==> src/rtl/interval_arbiter.sv <==
// Round-robin arbiter sharing one interval counter among NUM_REQ requesters.
// Optional INTERVAL_ARBITER_ABORT_EN: dropping req[winner] during RUN aborts the interval.
module interval_arbiter #(
  parameter int NUM_REQ = 4,
  parameter int WIDTH   = 8
) (
  input  logic                     clk,
  input  logic                     reset,
  input  logic                     enable,
  input  logic [NUM_REQ-1:0]       req,
  input  logic [NUM_REQ*WIDTH-1:0] req_len,
  output logic [NUM_REQ-1:0]       grant,
  output logic [NUM_REQ-1:0]       done,
  output logic                     busy,
  output logic [WIDTH-1:0]         cnt
);

  // state | meaning: IDLE = arbitrate, RUN = count enabled ticks, DONE = one-cycle done pulse
  typedef enum logic [1:0] {S_IDLE, S_RUN, S_DONE} state_e;

  localparam int IW = (NUM_REQ > 1) ? $clog2(NUM_REQ) : 1;

  state_e             state_q;
  logic [IW-1:0]      ptr_q;
  logic [IW-1:0]      winner_q;
  logic [WIDTH-1:0]   limit_q;
  logic [WIDTH-1:0]   cnt_q;
  logic [NUM_REQ-1:0] grant_q;
  logic [NUM_REQ-1:0] done_q;
  logic               busy_q;

  logic [WIDTH-1:0]   len_arr [NUM_REQ];
  logic               pick_valid;
  logic [IW-1:0]      pick_idx;
  logic [IW-1:0]      ptr_d;
  logic               abort;

  for (genvar i = 0; i < NUM_REQ; i++) begin : g_len
    assign len_arr[i] = req_len[i*WIDTH +: WIDTH];
  end

  // Walk from the highest offset down so the lowest offset from ptr wins.
  always_comb begin
    logic [IW:0]   sum;
    logic [IW-1:0] idx;
    pick_valid = 1'b0;
    pick_idx   = '0;
    sum        = '0;
    idx        = '0;
    for (int k = NUM_REQ - 1; k >= 0; k--) begin
      sum = {1'b0, ptr_q} + (IW+1)'(k);
      if (sum >= (IW+1)'(NUM_REQ)) begin
        sum = sum - (IW+1)'(NUM_REQ);
      end
      idx = sum[IW-1:0];
      if (req[idx]) begin
        pick_valid = 1'b1;
        pick_idx   = idx;
      end
    end
  end

  always_comb begin
    if (winner_q == IW'(NUM_REQ - 1)) begin
      ptr_d = '0;
    end else begin
      ptr_d = winner_q + 1'b1;
    end
  end

`ifdef INTERVAL_ARBITER_ABORT_EN
  assign abort = ~req[winner_q];
`else
  assign abort = 1'b0;
`endif

  always_ff @(posedge clk) begin
    if (reset) begin
      state_q  <= S_IDLE;
      ptr_q    <= '0;
      winner_q <= '0;
      limit_q  <= '0;
      cnt_q    <= '0;
      grant_q  <= '0;
      done_q   <= '0;
      busy_q   <= 1'b0;
    end else begin
      done_q <= '0;
      case (state_q)
        S_IDLE: begin
          if (pick_valid) begin
            winner_q <= pick_idx;
            limit_q  <= len_arr[pick_idx];
            cnt_q    <= '0;
            grant_q  <= NUM_REQ'(1) << pick_idx;
            busy_q   <= 1'b1;
            state_q  <= S_RUN;
          end
        end
        S_RUN: begin
          if (abort) begin
            grant_q <= '0;
            busy_q  <= 1'b0;
            ptr_q   <= ptr_d;
            state_q <= S_IDLE;
          end else if (enable) begin
            if (cnt_q == limit_q) begin
              grant_q <= '0;
              done_q  <= grant_q;
              state_q <= S_DONE;
            end else begin
              cnt_q <= cnt_q + 1'b1;
            end
          end
        end
        S_DONE: begin
          busy_q  <= 1'b0;
          ptr_q   <= ptr_d;
          state_q <= S_IDLE;
        end
        default: begin
          grant_q <= '0;
          busy_q  <= 1'b0;
          state_q <= S_IDLE;
        end
      endcase
    end
  end

  assign grant = grant_q;
  assign done  = done_q;
  assign busy  = busy_q;
  assign cnt   = cnt_q;

endmodule

==> config.mk <==
export PLATFORM = sky130hd
export DESIGN_NAME = interval_arbiter
export DESIGN_NICKNAME = d
export VERILOG_FILES = /design/src/rtl/interval_arbiter.sv
export SDC_FILE = /design/constraint.sdc
export NUM_CORES = 1
export LEC_CHECK = 0
export BUFFER_PORTS_ARGS = -buffer_cell sky130_fd_sc_hd__buf_2
export CORE_ASPECT_RATIO = 0.5
export CORE_UTILIZATION = 45
export DETAILED_ROUTE_END_ITERATION = 10
export GPL_ROUTABILITY_DRIVEN = 0
export MAX_ROUTING_LAYER = met4
export PLACE_DENSITY_LB_ADDON = 0.05
export SLEW_MARGIN = 20
export SYNTH_ARGS = -nofsm -noshare
export SYNTH_HDL_FRONTEND = slang
export SYNTH_SLANG_ARGS = --single-unit
==> constraint.sdc <==
create_clock -name clk -period 3.18 [get_ports clk]
set_input_delay 0.159 -clock clk [delete_from_list [all_inputs] [get_ports clk]]
set_output_delay 0.159 -clock clk [all_outputs]
set_load 0.005 [all_outputs]
After elaboration in Yosys (flattened, before gate mapping)
Cells that the tools add are included.
Word-level totals
  register bits after elaboration: 31
  bits of input ports: 39
  output and inout bits: 17
  logic and storage cells: 86
Operators by class
  add/sub/neg operators: 9
  order comparisons: 9
  eq/ne operators: 8
  shift operators: 1
  muxes and demuxes: 38
  bitwise gates (word level): 5
  reduce and logical (&&, ||, !) cells: 8
Operators with widths (count)
  $mux 8: 5
  $mux 2: 12
  $bmux 8 s2: 1
  $pmux 8 s2: 1
  $ge 3x3->1 const B: 4
  $lt 2x3->1 const B: 4
  $mux 4: 3
  $pmux 4 s3: 1
  $mux 1: 9
  $add 8x1->8 const B: 1
  $bmux 1 s2: 4
  $eq 8x8->1: 1
  $ne 2x2->1 const B: 4
  $reduce_and 4->1: 2
  $sub 2x1->2 const B: 4
  $add 2x2->3 const B: 2
  $eq 2x2->1 const B: 2
  $not 1->1: 4
  $pmux 2 s2: 1
  $reduce_and 2->1: 2
  $reduce_or 4->1: 1
  $shl 1x2->4 const A: 1
  $add 2x1->3 const B: 1
  $ge 2x3->1 const B: 1
  7 further kinds: 7

Depth between registers and ports, before layout
  depth in word-level cells: 13
  gate-level depth with buffers: 6
  mapped depth without buffers: 5

Least setup slack after synthesis
OpenSTA, ideal clock, no wires.
  path type: flip-flop to flip-flop
  from: register ptr_q[1]
  to: register limit_q[0]
  setup time: 122 ps
  arrival time: 1623 ps
  required time: 3058 ps
  path slack: 1435 ps
  cell stages (with the launch flop): 7
  buffers on the path: 1
  clock period less this slack: 1745 ps
  cells stage by stage: dfxtp_1 nand2_1 a211o_1 and2_4 buf_6 mux2_1 a221o_1
On the way
  word-level cells in the longest chain between the ends: 13
  elaborated cells between the ends (all ways): 36
  classes of those cells: add/sub: 7; order compare: 4; mux: 23; bitwise: 1; reduce/logical: 1
Ends and longest elaborated chain
  start: declaration: line 24  | logic [IW-1:0] ptr_q;
  start signal: assignment: line 104  | ptr_q <= ptr_d;
  start signal: assignment: line 118  | ptr_q <= ptr_d;
  $add 2x2->3: line 51  | sum = {1'b0, ptr_q} + (IW+1)'(k);
  $ge 3x3->1 or $sub 2x1->2 (tied branches): line 52, 53
  $mux 2: line 52  | if (sum >= (IW+1)'(NUM_REQ)) begin
  $bmux 1 s2: line 56  | if (req[idx]) begin
  $mux 1 (implied by the code): line 56
  $mux 2 (4 in a row): line 56
  $not 2->3 (implied by the code): line 93  | limit_q <= len_arr[pick_idx];
  $bmux 8 s2: line 93
  $mux 8 (implied by the code) (2 in a row): line 93
  end signal: assignment: line 93
  end: declaration: line 26  | logic [WIDTH-1:0] limit_q;
Parallel ways exist; a longest one is shown, timed or not. The select of a mux whose other input is x is not followed.
A chain may end at the register's enable or synchronous reset.

Worst setup path after layout
  from: register ptr_q[1]
  to: register limit_q[1]
The elaborated chain is that of the path after synthesis.

==> flow_summary.rst <==
.. list-table::
   :header-rows: 1

   * - Metric
     - Value
   * - Class of the most critical setup path
     - flop to flop
   * - Run status
     - finished clean
   * - F_max
     - 502.7 MHz
   * - Largest area contributor in the netlist
     - dfxtp_1
   * - Leak
     - roughly 1 nW
   * - Proportion of netlist area held by the largest area contributor
     - 35.81%
   * - Via count of the first global-routing pass
     - 1266
   * - Setup-failing EPs final
     - 0
   * - XOR/XNOR Fraction of Synth Area
     - approximately 4.5%
   * - Floorplan core area
     - 0.003547 mm2
   * - Post-CTS setup buffer count
     - 0
   * - Worst slew margin relative to its limit
     - a little over half
   * - Global routing usage summed across all routing layers
     - 19.62%
   * - Ys async rst share
     - 0%
   * - Critical path peak fanout
     - 18
   * - Largest clock skew in the final design
     - 0.007823 ns
   * - Clock latency on the worst-skew pair
     - 0.28 ns
   * - Antenna violations before repair
     - 0
   * - Worst setup path startpoint
     - ptr_q[1]$_SDFFE_PP0P_
   * - DRT Pass-1 Iters
     - 4
   * - HPWL after detailed placement
     - ~3000 um
   * - Clock slew at the register clock pins of the worst setup and hold paths
     - 0.07 ns
   * - Number of warnings issued by yosys
     - 0
   * - Synthesized netlist net count
     - 234
   * - Data arrival at the endpoint of the critical path
     - 2.15 ns
   * - Launch instance of the worst register-to-register path
     - ptr_q[1]$_SDFFE_PP0P_
   * - Worst vdd rail ir drop
     - 0.2866 mV
   * - Area share of fa/ha/maj cells after synthesis
     - under 10%
   * - Setup repair after global routing missed its margin
     - false
   * - Power density cells
     - ~480 mW/mm2
   * - Cell Rows
     - 15
   * - Sum of negative setup slack
     - 0 ns
   * - Number of clock sinks
     - 31
   * - Mux share of post-synthesis cell area
     - 6.931%
   * - Max_cap viols
     - 0
   * - Slowest cell on the critical path
     - a211o_1
   * - Number of I/O port buffers
     - 55
   * - Sum of buffers and inverters on the critical path
     - 0
   * - Detailed-route wire length
     - 3805 um
   * - Main combinational cell family by area after synthesis
     - simple AND/OR/NAND/NOR gates
   * - Average routed wire per standard cell
     - about 13 um
   * - Final non-filler cell area
     - 0.002161 mm2
   * - GR Overflow Total
     - 0
   * - Ant. Diodes
     - 0
   * - Maximum number of pins on one net before global-route repair
     - 19
   * - Count of flip-flops with a built-in enable after synthesis
     - 0
   * - Worst Path Required
     - roughly 3.4 ns
   * - Root Buffer Master
     - clkbuf_8
   * - Synth Area per Inst
     - about 9.0 um2
   * - Type of destination of the critical path
     - flop
   * - Die X-Extent
     - 89.76 um
   * - Period minus WS final
     - a little under 2 ns
   * - Drt via density
     - about 5.4
   * - TritonCTS clock tree
     - done
   * - Critical Path Start Type
     - flop
   * - Worst Max-Slew Pin Slew
     - between 0.6 and 0.7 ns
   * - Vertical die dimension
     - 45.88 um
   * - DRC violation total after the first TritonRoute iteration
     - 42
   * - Fraction of layout instances using a drive strength above 1
     - approximately 30%
   * - Die footprint
     - 0.004118 mm2
   * - Number of nets with antenna violations after routing
     - 0
   * - Via count
     - between 1500 and 2000
   * - Critical hold path startpoint
     - req_len[14]
   * - CTS Buffer Depth
     - 2
   * - Clock H-tree levels
     - 2
   * - Tightest Hold Check Type
     - input port to flop
   * - Clock buffers created by TritonCTS
     - 5
   * - Initial Utilization
     - between 40% and 50%
   * - Delay contributed by the slowest stage of the critical path
     - between 0.4 and 0.5 ns
   * - Post-detailed-placement cell area
     - 0.002043 mm2
   * - Compound-Gate Fraction of Synth Area
     - 22.60%
   * - CP cell instances
     - nand2_1, a211o_1, and2_4, mux2_1, a221o_1
   * - Kind of cell adding the most delay to the critical path
     - compound AO/OA/AOI/OAI gates
   * - Layout Nets
     - approximately 290
   * - Synthesized flop and latch total
     - 31
   * - Area growth, synth to finish
     - 24.69%
   * - Post_cts resized
     - 0
   * - Wire length of the first global-routing pass
     - 5989 um
   * - Largest cells by area after synthesis
     - dfxtp_1 36%, mux2_1 5.2%, a221o_1 4.6%
   * - Count of pins on the block boundary
     - 56
   * - Seq/Total Area, Yosys
     - 35.81%
   * - Total DRC errors in the routed layout
     - 0
   * - Hold Fails Final Rpt
     - 0
   * - # hold bufs at CTS
     - 0
   * - Fin crit share
     - 62.55%
   * - Unique masters post-synth
     - 44
   * - Simple-gate area share of the yosys netlist
     - between 20% and 30%
   * - Pins Over Slew Limit
     - 0
   * - Post-synthesis instance total
     - between 150 and 200
   * - Netlist Area Pre-Place
     - around 0.0017 mm2
   * - Most frequently used flop master after synthesis
     - dfxtp_1
## cell usage in the layout (no fill, tap or decap), types with 2 or more instances in the layout
master / n
a21oi_1: 11
a31oi_1: 3
nor4_2: 2
ha_1: 2
a221o_1: 8
o21a_1: 8
nand2_1: 16
and2_1: 5
nor2b_1: 4
a311oi_1: 2
a21boi_0: 8
nor2_1: 6
and3_1: 12
mux2i_1: 3
nand4_1: 5
a41o_1: 2
nand3_1: 5
mux2_1: 8
dfxtp_1: 31
inv_1: 6
buf_2: 55
nor3_1: 5
nand2b_1: 5
xor2_1: 8
or3_1: 2
clkbuf_8: 6
buf_4: 2
o21bai_1: 2
## routing by layer
| layer | part of all wire [%] | vias up | track usage, % |
|---|---|---|---|
| met4 | 0 | 0 | 3.279 |
| li1 | - | 824 | - |
| met3 | 6.8 | 0 | 6.833 |
| met5 | 0 | - | - |
| met1 | 52 | 757 | 27.26 |
| met2 | 41 | 49 | 27.38 |
## Yosys cell counts (2+ instances only)
cell type,instances
dfxtp_1,31
nand2_1,16
and3_1,12
a21oi_1,11
a21boi_0,8
a221o_1,8
mux2_1,8
o21a_1,8
xor2_1,8
clkbuf_1,6
inv_1,6
nor2_1,6
and2_1,5
nand2b_1,5
nand3_1,5
nand4_1,5
nor3_1,5
nor2b_1,4
a31oi_1,3
mux2i_1,3
a311oi_1,2
a41o_1,2
ha_1,2
nor4_2,2
o21bai_1,2
or3_1,2
## registers in the layout, indices dropped and copies added (netlist names)
register / count
winner_q: 2
busy: 1
state_q: 2
grant: 4
done: 4
cnt: 8
ptr_q: 2
limit_q: 8
## logic make-up (layout without fill, tap and decap cells)
logic type	Yosys count	in the layout
flops	31	31
buf+inv	15	71
compound gates	51	51
fa+ha+maj	2	2
mux	11	11
simple gates	74	74
xor+xnor	9	9
## where the power goes
group	internal [mW]	switching (mW)	leakage [nW]
logic	0.0902	0.108	0.707
registers	0.413	0.0231	0.253
clock network	0.253	0.149	0.0612
## worst paths after layout
| path | endpoint | slack (ns) | cells past startpoint |
|---|---|---|---|
| max | limit_q[1]$_SDFFE_PP0P_ | 1.19 | 5 |
| min | limit_q[6]$_SDFFE_PP0P_ | 0.21 | 3 |
| max reg2reg | limit_q[1]$_SDFFE_PP0P_ | 1.19 | 5 |
| min reg2reg | busy$_SDFFE_PP0P_ | 0.46 | 2 |
## worst reg2reg max path: stages (launching register included)
cell     delay (ns)
dfxtp_1        0.40
nand2_1        0.07
a211o_1        0.46
and2_4         0.29
mux2_1         0.32
a221o_1        0.34
## stage by stage
step                      setup slack (ns)  hold WS [ns]  utilization (%)  power [mW]  std cells
after CTS                            1.189        0.2111            60.92       1.043        300
after global routing                 1.059        0.2153            60.92       1.091        300
after detailed placement             1.204        0.4575            57.60      0.6435        292
after floorplan                      1.435        0.3682                -      0.5804        193
final                                1.191        0.2111            60.92       1.037        300
after global placement               1.252        0.4576            57.60      0.6397        292
## area by class of cell
| class | instances | area (um2) |
|---|---|---|
| repair buffers | 57 | 290.3 |
| fillers | 327 | 1386 |
| flip-flops and latches | 31 | 620.6 |
| well taps | 51 | 63.81 |
| clock buffers | 6 | 82.58 |
| multi-input cells | 147 | 1046 |
| clock inverters | 2 | 35.03 |
| inverters | 6 | 22.52 |
Power figures use the tool's default switching activity.
